===== src/rtl/id_exe_pkg.sv =====
`default_nettype none
// ============================================================================
// Module      : id_exe_pkg
// Description : Shared constants for the ID->EXE pipeline boundary.
//               Control-bit indices, FSM state encodings, payload field
//               widths and the slot positions inside the packed
//               regs/imm/data buses.
// Revision    : 1.0 - initial release
// ============================================================================
package id_exe_pkg;

    // Bit positions inside the 7-bit control word
    localparam int CTRL_WB     = 0;
    localparam int CTRL_MEM_R  = 1;
    localparam int CTRL_MEM_W  = 2;
    localparam int CTRL_B      = 3;
    localparam int CTRL_S      = 4;
    localparam int CTRL_I      = 5;
    localparam int CTRL_STATUS = 6;
    localparam int CTRL_W      = 7;

    localparam int EXE_CMD_W   = 4;

    // Immediate bus: {imm24, shift_operand}
    localparam int IMM_W        = 36;
    localparam int SHIFT_OP_LSB = 0;
    localparam int SHIFT_OP_W   = 12;
    localparam int IMM24_LSB    = 12;
    localparam int IMM24_W      = 24;

    // Slot numbers in the packed buses; a field starts at slot*width
    localparam int REG_DEST_SLOT = 0;
    localparam int REG_SRC1_SLOT = 1;
    localparam int REG_SRC2_SLOT = 2;
    localparam int DATA_PC_SLOT  = 0;
    localparam int DATA_RM_SLOT  = 1;
    localparam int DATA_RN_SLOT  = 2;

    // Buffer state: number of beats held
    localparam logic [1:0] ST_EMPTY = 2'd0;
    localparam logic [1:0] ST_ONE   = 2'd1;
    localparam logic [1:0] ST_FULL  = 2'd2;

endpackage
`default_nettype wire


===== src/rtl/id_exe_payload_slot.sv =====
`default_nettype none
// ============================================================================
// Module      : id_exe_payload_slot
// Description : One payload register with a valid flag.
//               load  : capture d and mark the slot valid
//               clear : drop the valid flag (wins over load)
//               Ports : clk, rst (async, active-high), load, clear, d,
//                       valid, q
// Revision    : 1.0 - initial release
// ============================================================================
module id_exe_payload_slot #(
    parameter int W = 8
) (
    input  logic         clk,
    input  logic         rst,
    input  logic         load,
    input  logic         clear,
    input  logic [W-1:0] d,
    output logic         valid,
    output logic [W-1:0] q
);

    logic         r_valid;
    logic [W-1:0] r_data;

    always_ff @(posedge clk or posedge rst) begin
        if (rst) begin
            r_valid <= 1'b0;
        end else if (clear) begin
            r_valid <= 1'b0;
        end else if (load) begin
            r_valid <= 1'b1;
        end
    end

    // Data may capture even on a clear cycle; it is stale but never valid.
    always_ff @(posedge clk or posedge rst) begin
        if (rst) begin
            r_data <= '0;
        end else if (load) begin
            r_data <= d;
        end
    end

    assign valid = r_valid;
    assign q     = r_data;

endmodule
`default_nettype wire


===== src/rtl/id_exe_stage_buf.sv =====
`default_nettype none
// ============================================================================
// Module      : id_exe_stage_buf
// Description : ID->EXE pipeline boundary with valid/ready handshake and a
//               2-entry skid buffer (main slot drives outputs, skid slot
//               absorbs one beat of backpressure). Synchronous flush,
//               asynchronous active-high reset. in_ready depends on
//               registered state only.
//               Upstream  : in_valid/in_ready, in_ctrl, in_exe_cmd, in_regs,
//                           in_imm, in_data, flush
//               Downstream: out_valid/out_ready, out_ctrl (gated by valid),
//                           out_exe_cmd, out_regs, out_imm, out_data
//               Status    : occupancy (0..2)
//               Option    : `define ID_EXE_PERF_EN adds saturating
//                           stall_cnt / flush_cnt outputs (width CNT_W).
// Revision    : 1.0 - initial release
// ============================================================================
module id_exe_stage_buf
    import id_exe_pkg::*;
#(
    parameter int DATA_W = 32,
    parameter int REG_AW = 4
`ifdef ID_EXE_PERF_EN
    ,
    parameter int CNT_W  = 16
`endif
) (
    input  logic                  clk,
    input  logic                  rst,
    input  logic                  flush,
    input  logic                  in_valid,
    output logic                  in_ready,
    input  logic [CTRL_W-1:0]     in_ctrl,
    input  logic [EXE_CMD_W-1:0]  in_exe_cmd,
    input  logic [3*REG_AW-1:0]   in_regs,
    input  logic [IMM_W-1:0]      in_imm,
    input  logic [3*DATA_W-1:0]   in_data,
    output logic                  out_valid,
    input  logic                  out_ready,
    output logic [CTRL_W-1:0]     out_ctrl,
    output logic [EXE_CMD_W-1:0]  out_exe_cmd,
    output logic [3*REG_AW-1:0]   out_regs,
    output logic [IMM_W-1:0]      out_imm,
    output logic [3*DATA_W-1:0]   out_data,
    output logic [1:0]            occupancy
`ifdef ID_EXE_PERF_EN
    ,
    output logic [CNT_W-1:0]      stall_cnt,
    output logic [CNT_W-1:0]      flush_cnt
`endif
);

    localparam int PAY_W = CTRL_W + EXE_CMD_W + 3*REG_AW + IMM_W + 3*DATA_W;

    logic [1:0]       r_state;
    logic [1:0]       w_state_nxt;
    logic             w_accept;
    logic             w_drain;
    logic             w_main_load;
    logic             w_main_from_skid;
    logic             w_main_clear;
    logic             w_skid_load;
    logic             w_skid_clear;
    logic             w_main_valid;
    logic             w_skid_valid;
    logic [PAY_W-1:0] w_in_pay;
    logic [PAY_W-1:0] w_main_d;
    logic [PAY_W-1:0] w_main_q;
    logic [PAY_W-1:0] w_skid_q;
    logic [CTRL_W-1:0] w_main_ctrl;

    assign w_in_pay = {in_ctrl, in_exe_cmd, in_regs, in_imm, in_data};

    assign in_ready  = ~w_skid_valid;
    assign out_valid = w_main_valid;
    assign w_accept  = in_valid & in_ready;
    assign w_drain   = w_main_valid & out_ready;

    // State register
    always_ff @(posedge clk or posedge rst) begin
        if (rst) begin
            r_state <= ST_EMPTY;
        end else begin
            r_state <= w_state_nxt;
        end
    end

    // Next-state logic
    always_comb begin
        w_state_nxt = r_state;
        if (flush) begin
            w_state_nxt = ST_EMPTY;
        end else begin
            case (r_state)
                ST_EMPTY: if (w_accept) w_state_nxt = ST_ONE;
                ST_ONE: begin
                    if (w_accept && !w_drain)      w_state_nxt = ST_FULL;
                    else if (!w_accept && w_drain) w_state_nxt = ST_EMPTY;
                end
                ST_FULL:  if (w_drain) w_state_nxt = ST_ONE;
                default:  w_state_nxt = ST_EMPTY;
            endcase
        end
    end

    // Slot control strobes; flush rides on the slot clear, which wins.
    always_comb begin
        w_main_load      = 1'b0;
        w_main_from_skid = 1'b0;
        w_main_clear     = flush;
        w_skid_load      = 1'b0;
        w_skid_clear     = flush;
        case (r_state)
            ST_EMPTY: w_main_load = w_accept;
            ST_ONE: begin
                if (w_accept && w_drain) begin
                    w_main_load = 1'b1;
                end else if (w_accept) begin
                    w_skid_load = 1'b1;
                end else if (w_drain) begin
                    w_main_clear = 1'b1;
                end
            end
            ST_FULL: begin
                if (w_drain) begin
                    w_main_load      = 1'b1;
                    w_main_from_skid = 1'b1;
                    w_skid_clear     = 1'b1;
                end
            end
            default: begin
                w_main_clear = 1'b1;
                w_skid_clear = 1'b1;
            end
        endcase
    end

    assign w_main_d = w_main_from_skid ? w_skid_q : w_in_pay;

    id_exe_payload_slot #(.W(PAY_W)) u_main_slot (
        .clk   (clk),
        .rst   (rst),
        .load  (w_main_load),
        .clear (w_main_clear),
        .d     (w_main_d),
        .valid (w_main_valid),
        .q     (w_main_q)
    );

    id_exe_payload_slot #(.W(PAY_W)) u_skid_slot (
        .clk   (clk),
        .rst   (rst),
        .load  (w_skid_load),
        .clear (w_skid_clear),
        .d     (w_in_pay),
        .valid (w_skid_valid),
        .q     (w_skid_q)
    );

    assign {w_main_ctrl, out_exe_cmd, out_regs, out_imm, out_data} = w_main_q;

    // Bubbles must never write back or touch memory.
    assign out_ctrl  = w_main_ctrl & {CTRL_W{w_main_valid}};
    assign occupancy = {1'b0, w_main_valid} + {1'b0, w_skid_valid};

`ifdef ID_EXE_PERF_EN
    logic [CNT_W-1:0] r_stall_cnt;
    logic [CNT_W-1:0] r_flush_cnt;

    always_ff @(posedge clk or posedge rst) begin
        if (rst) begin
            r_stall_cnt <= '0;
            r_flush_cnt <= '0;
        end else begin
            if (in_valid && !in_ready && !(&r_stall_cnt)) begin
                r_stall_cnt <= r_stall_cnt + 1'b1;
            end
            if (flush && (occupancy != 2'd0) && !(&r_flush_cnt)) begin
                r_flush_cnt <= r_flush_cnt + 1'b1;
            end
        end
    end

    assign stall_cnt = r_stall_cnt;
    assign flush_cnt = r_flush_cnt;
`endif

endmodule
`default_nettype wire


===== config.mk =====
export PLATFORM = sky130hd
export DESIGN_NAME = id_exe_stage_buf
export DESIGN_NICKNAME = d
export VERILOG_FILES = /design/src/rtl/id_exe_pkg.sv /design/src/rtl/id_exe_payload_slot.sv /design/src/rtl/id_exe_stage_buf.sv
export SDC_FILE = /design/constraint.sdc
export NUM_CORES = 1
export LEC_CHECK = 0
export ABC_AREA = 1
export CORE_MARGIN = 2
export CORE_UTILIZATION = 45
export CTS_BUF_LIST = sky130_fd_sc_hd__clkbuf_4
export CTS_CLUSTER_SIZE = 8
export DETAILED_ROUTE_END_ITERATION = 16
export PLACE_DENSITY = 0.71
export SLEW_MARGIN = 20
export SYNTH_ARGS = -nofsm -noshare
export SYNTH_HDL_FRONTEND = slang
export SYNTH_SLANG_ARGS = --single-unit

===== constraint.sdc =====
create_clock -name clk -period 29.6 [get_ports clk]
set_clock_uncertainty 0.05 [all_clocks]
set_input_delay 2.96 -clock clk [delete_from_list [all_inputs] [get_ports clk]]
set_output_delay 2.96 -clock clk [all_outputs]
set_load 0.01 [all_outputs]

==> results.md <==
Status:
- The flow ran to the end, and the final reports show no timing, DRC or antenna violations.

Worst setup path:
- On the worst path, the slowest cell contributes a delay of 0.95 ns.
- Measured in cells, the most critical reg-to-reg path has a length of 9.
- The maximum fanout encountered on the critical timing path is 85.
- Among cell families on the critical path, the largest total delay comes from simple AND/OR/NAND/NOR gates.
- The worst setup path is captured at a flop.
- Traced cell by cell, the critical path runs through clkdlybuf4s50_1, nand2_2, nor2_4, buf_4, nand2_4, nand2_4, buf_4, nand2_1, nand2_1.
- STA classifies the critical path startpoint as a primary input.
- The number of buffers and inverters on the critical path is 3.
- Among all stages on the critical path, the largest delay is contributed by nand2_4.
- The setup check on the worst reg-to-reg path leaves a slack of 25.10 ns.
- Data on the critical path arrives at its endpoint at 7.34 ns.
- The critical path in this run is classified as in -> reg.
- Data on the critical path is required at its endpoint by 30.18 ns.
- The startpoint identified for the worst register-to-register timing path is u_skid_slot.valid$_DFFE_PP0P_.
- The end of the worst register-to-register path is u_main_slot.q[73]$_DFFE_PP0P_.

Hold path:
- The start point of the worst min-delay path is u_skid_slot.q[125]$_DFFE_PP0P_.
- Counting instances, the worst hold path has a depth of 2.
- The endpoint of the worst hold path is u_skid_slot.q[125]$_DFFE_PP0P_.
- The class of the worst hold path is reg -> reg.

Clock network:
- The level count of the clock H-tree is 3.
- The TritonCTS clock tree is built.
- Counting every sink on the clock net gives 314.
- The clock reaches the later pin of the worst-skew pair after 0.73 ns.
- The total CTS buffers is 85.
- Clock-pin slew was measured on the worst setup and hold paths at 0.07 ns.
- Clock tree synthesis selected as its root buffer the cell clkbuf_4.
- The post-CTS setup buffer count is 0.
- Hold repair after CTS inserted 0 buffers.
- The maximum number of buffers from clock root to sink is 3.
- The count of instances resized after the clock tree is built is 0.

Placed design:
- The count of buffers inserted at the top-level ports is 318.
- The congestion estimate from routability-driven global placement came to 0.838.
- Detailed placement ended at an HPWL of 24.8 mm.

Synthesis:
- The largest total area in the synthesized netlist belongs to dfrtp_1.
- The synthesis-stage register bit count is 314.
- The synthesized design devotes to its leading area cell type 49.9% of total area.
- The number of nets produced by synthesis is 2209.
- The cell area that synthesis handed to floorplanning was 15700 um^2.
- Synthesis instantiated 19 different standard cells from the library.
- By area the synthesized netlist is led by dfrtp_1 50%, nand2_1 26%, nand3_1 9.9%, buf_4 8.8%, buf_2 2.1%.
- The number of warnings printed during yosys synthesis is 0.
- The share of synthesized area occupied by flip-flops and latches is 49.9%.
- The count of mapped cells out of synthesis is 2048.
- Each instance of the synthesized netlist takes up on average 7.68 um^2.

Detailed routing:
- The mean number of vias per cell is 5.05.
- For this run, the detailed router's first-pass iteration total came to 5.
- The average wire length per cell after detail routing is 15.8 um.
- The count of nets left with antenna violations once routing finished came out at 0.
- The remaining routing DRC violations is 0.
- For this block, the initial DRC count from the detailed router was 994.
- The final wirelength is 42.5 mm.
- The detailed-route via count is 13.6k.

Global route:
- The total global routing track utilization is 23.6%.
- The number of antenna violations at the first check in global routing is 6.
- The first global-routing pass estimated 69.6 mm of wire.
- After global routing the overflow that remains totals 0.
- The via count of the first global-routing pass was 13.5k.
- Entering global routing, the biggest net connects 148 pins.

Cells and area:
- The post-layout net count is 2342.
- In the layout the commonest cells are 1098 x nand2_1, 318 x clkdlybuf4s50_1, 314 x dfrtp_1, 312 x nand3_1, 127 x clkbuf_4.
- The most common cell after layout, fill and taps aside is nand2_1.
- Fill cells in the final layout number 3243.
- The proportion of layout cells with a drive suffix above 1 is 7.24%.
- The fraction of the core area covered by cells at the end of the flow is 54.4%.
- From synthesis to final layout, the design area changed by 19.2%.

Floorplan:
- The number of primary I/O pins is 319.
- The overall die area is 36500 um^2.
- The core region area is 34500 um^2.
- From bottom edge to top edge, the die measures 191 um.
- Measured along the x axis, the die boundary spans 191 um.
- The initial cell density of the core is 45.7%.
- The floorplan row count is 68.

Power:
- The cell area power density is 98.2 nW/um^2.
- The clock network is responsible for 22.0% of the overall power.
- The peak supply drop is 59.5 uV.
- The internal portion of the total power is 1.17 mW.
- The sequential group share of total power is 41.5%.
- In this run the static leakage power is 9.94 nW.
- The total net switching power is 0.668 mW.
- In this run switching power makes up 36.3% of total power.
- In this run, the combinational gates consume 36.5% of the power.

STA:
- The max-slew violation count was 0.
- The final worst-path cycle share is 22.8%.
- The worst pin sits at a relative slew slack of 24.2%.
- The sum of negative setup slack is 0 ns.
- The minimum clock period after layout is 6.75 ns.
- Setup repair after global routing left no endpoint under its margin.
- Setup violations remaining at the end of the flow were counted as 0.
- The number of hold violations in the final report is 0.
- The maximum clock rate is 148 MHz.
- The transition at the pin with the smallest max-transition slack is 1.14 ns.

Flow run:
- The tool flagged a number of max-cap violations equal to 0.
==> cell type report <==
class	count	area (um^2)	area share (%)
flip-flops and latches	314	7860	41.9
well taps	455	569	3.04
clock buffers	127	953	5.08
clock inverters	18	155	0.827
inverters	18	77.6	0.414
diodes	5	12.5	0.0667
multi-input cells	1431	5850	31.2
repair buffers	331	3280	17.5
==> worst min-delay path: stages, from the launching register on <==
cell	delay (ns)
dfrtp_1	0.34
nand2_1	0.05
nand2_1	0.05
==> layer usage <==
layer  up-vias  part of all wire (%)  track usage, %
met1      6489                    43            31.2
met3        80                   7.5            5.32
met4         2                   3.1            10.4
met5         -                 0.038               0
li1       6536                     -               -
met2       522                    46            37.3
==> power by group through the flow <==
stage	clock (mW)	combinational [mW]	sequential, mW
after floorplan	0	0.515	0.727
after global placement	0	0.664	0.762
after detailed placement	0	0.678	0.768
after CTS	0.416	0.680	0.764
after global routing	0.441	0.750	0.787
final	0.404	0.672	0.764
==> per-stage QoR <==
| step | power, mW | area (um^2) | setup WS, ns | hold WS, ns | std cells |
|---|---|---|---|---|---|
| after floorplan | 1.24 | 15700 | 17.90 | 0.392 | 2048 |
| after global placement | 1.43 | 17600 | 22.20 | 0.403 | 2549 |
| after detailed placement | 1.45 | 17600 | 22.09 | 0.408 | 2549 |
| after CTS | 1.86 | 18700 | 22.91 | 0.423 | 2694 |
| after global routing | 1.98 | 18800 | 22.52 | 0.441 | 2699 |
| final | 1.84 | 18800 | 22.85 | 0.421 | 2699 |
==> sequential cells by signal (all words and copies together) (netlist names) <==
| name | flops |
|---|---|
| u_skid_slot.q | 155 |
| u_skid_slot.valid | 1 |
| u_main_slot.q | 155 |
| u_main_slot.valid | 1 |
| r_state | 2 |
==> worst max-delay path by stage <==
stage	endpoint	from	slack, ns	cells past startpoint
3_5_place_dp	u_main_slot.q[79]$_DFFE_PP0P_	in_valid	22.09	9
6_report	u_main_slot.q[73]$_DFFE_PP0P_	in_valid	22.85	9
5_1_grt	u_main_slot.q[73]$_DFFE_PP0P_	in_valid	22.52	9
4_1_cts	u_main_slot.q[73]$_DFFE_PP0P_	in_valid	22.91	9
2_1_floorplan	r_state[0]$_DFFE_PP0P_	rst	17.90	1
3_3_place_gp	u_main_slot.q[46]$_DFFE_PP0P_	in_valid	22.20	9
==> synth_stat cells, drive strengths merged <==
master and instances:
buf 272, nor2 6, nand2 1105, a21oi 3, and2 1, inv 18, clkbuf 13, o21ai 3
ha 1, dfrtp 314, nand3 312
==> logic make-up after synthesis <==
| group | after synthesis | synth area share (%) |
|---|---|---|
| AOI/OAI and AO/OA | 6 | 0.191 |
| adders and majority gates | 1 | 0.0795 |
| buffers and inverters | 303 | 13.2 |
| DFF | 314 | 49.9 |
| and+or+nand+nor | 1424 | 36.6 |
Power figures use the tool's default switching activity.
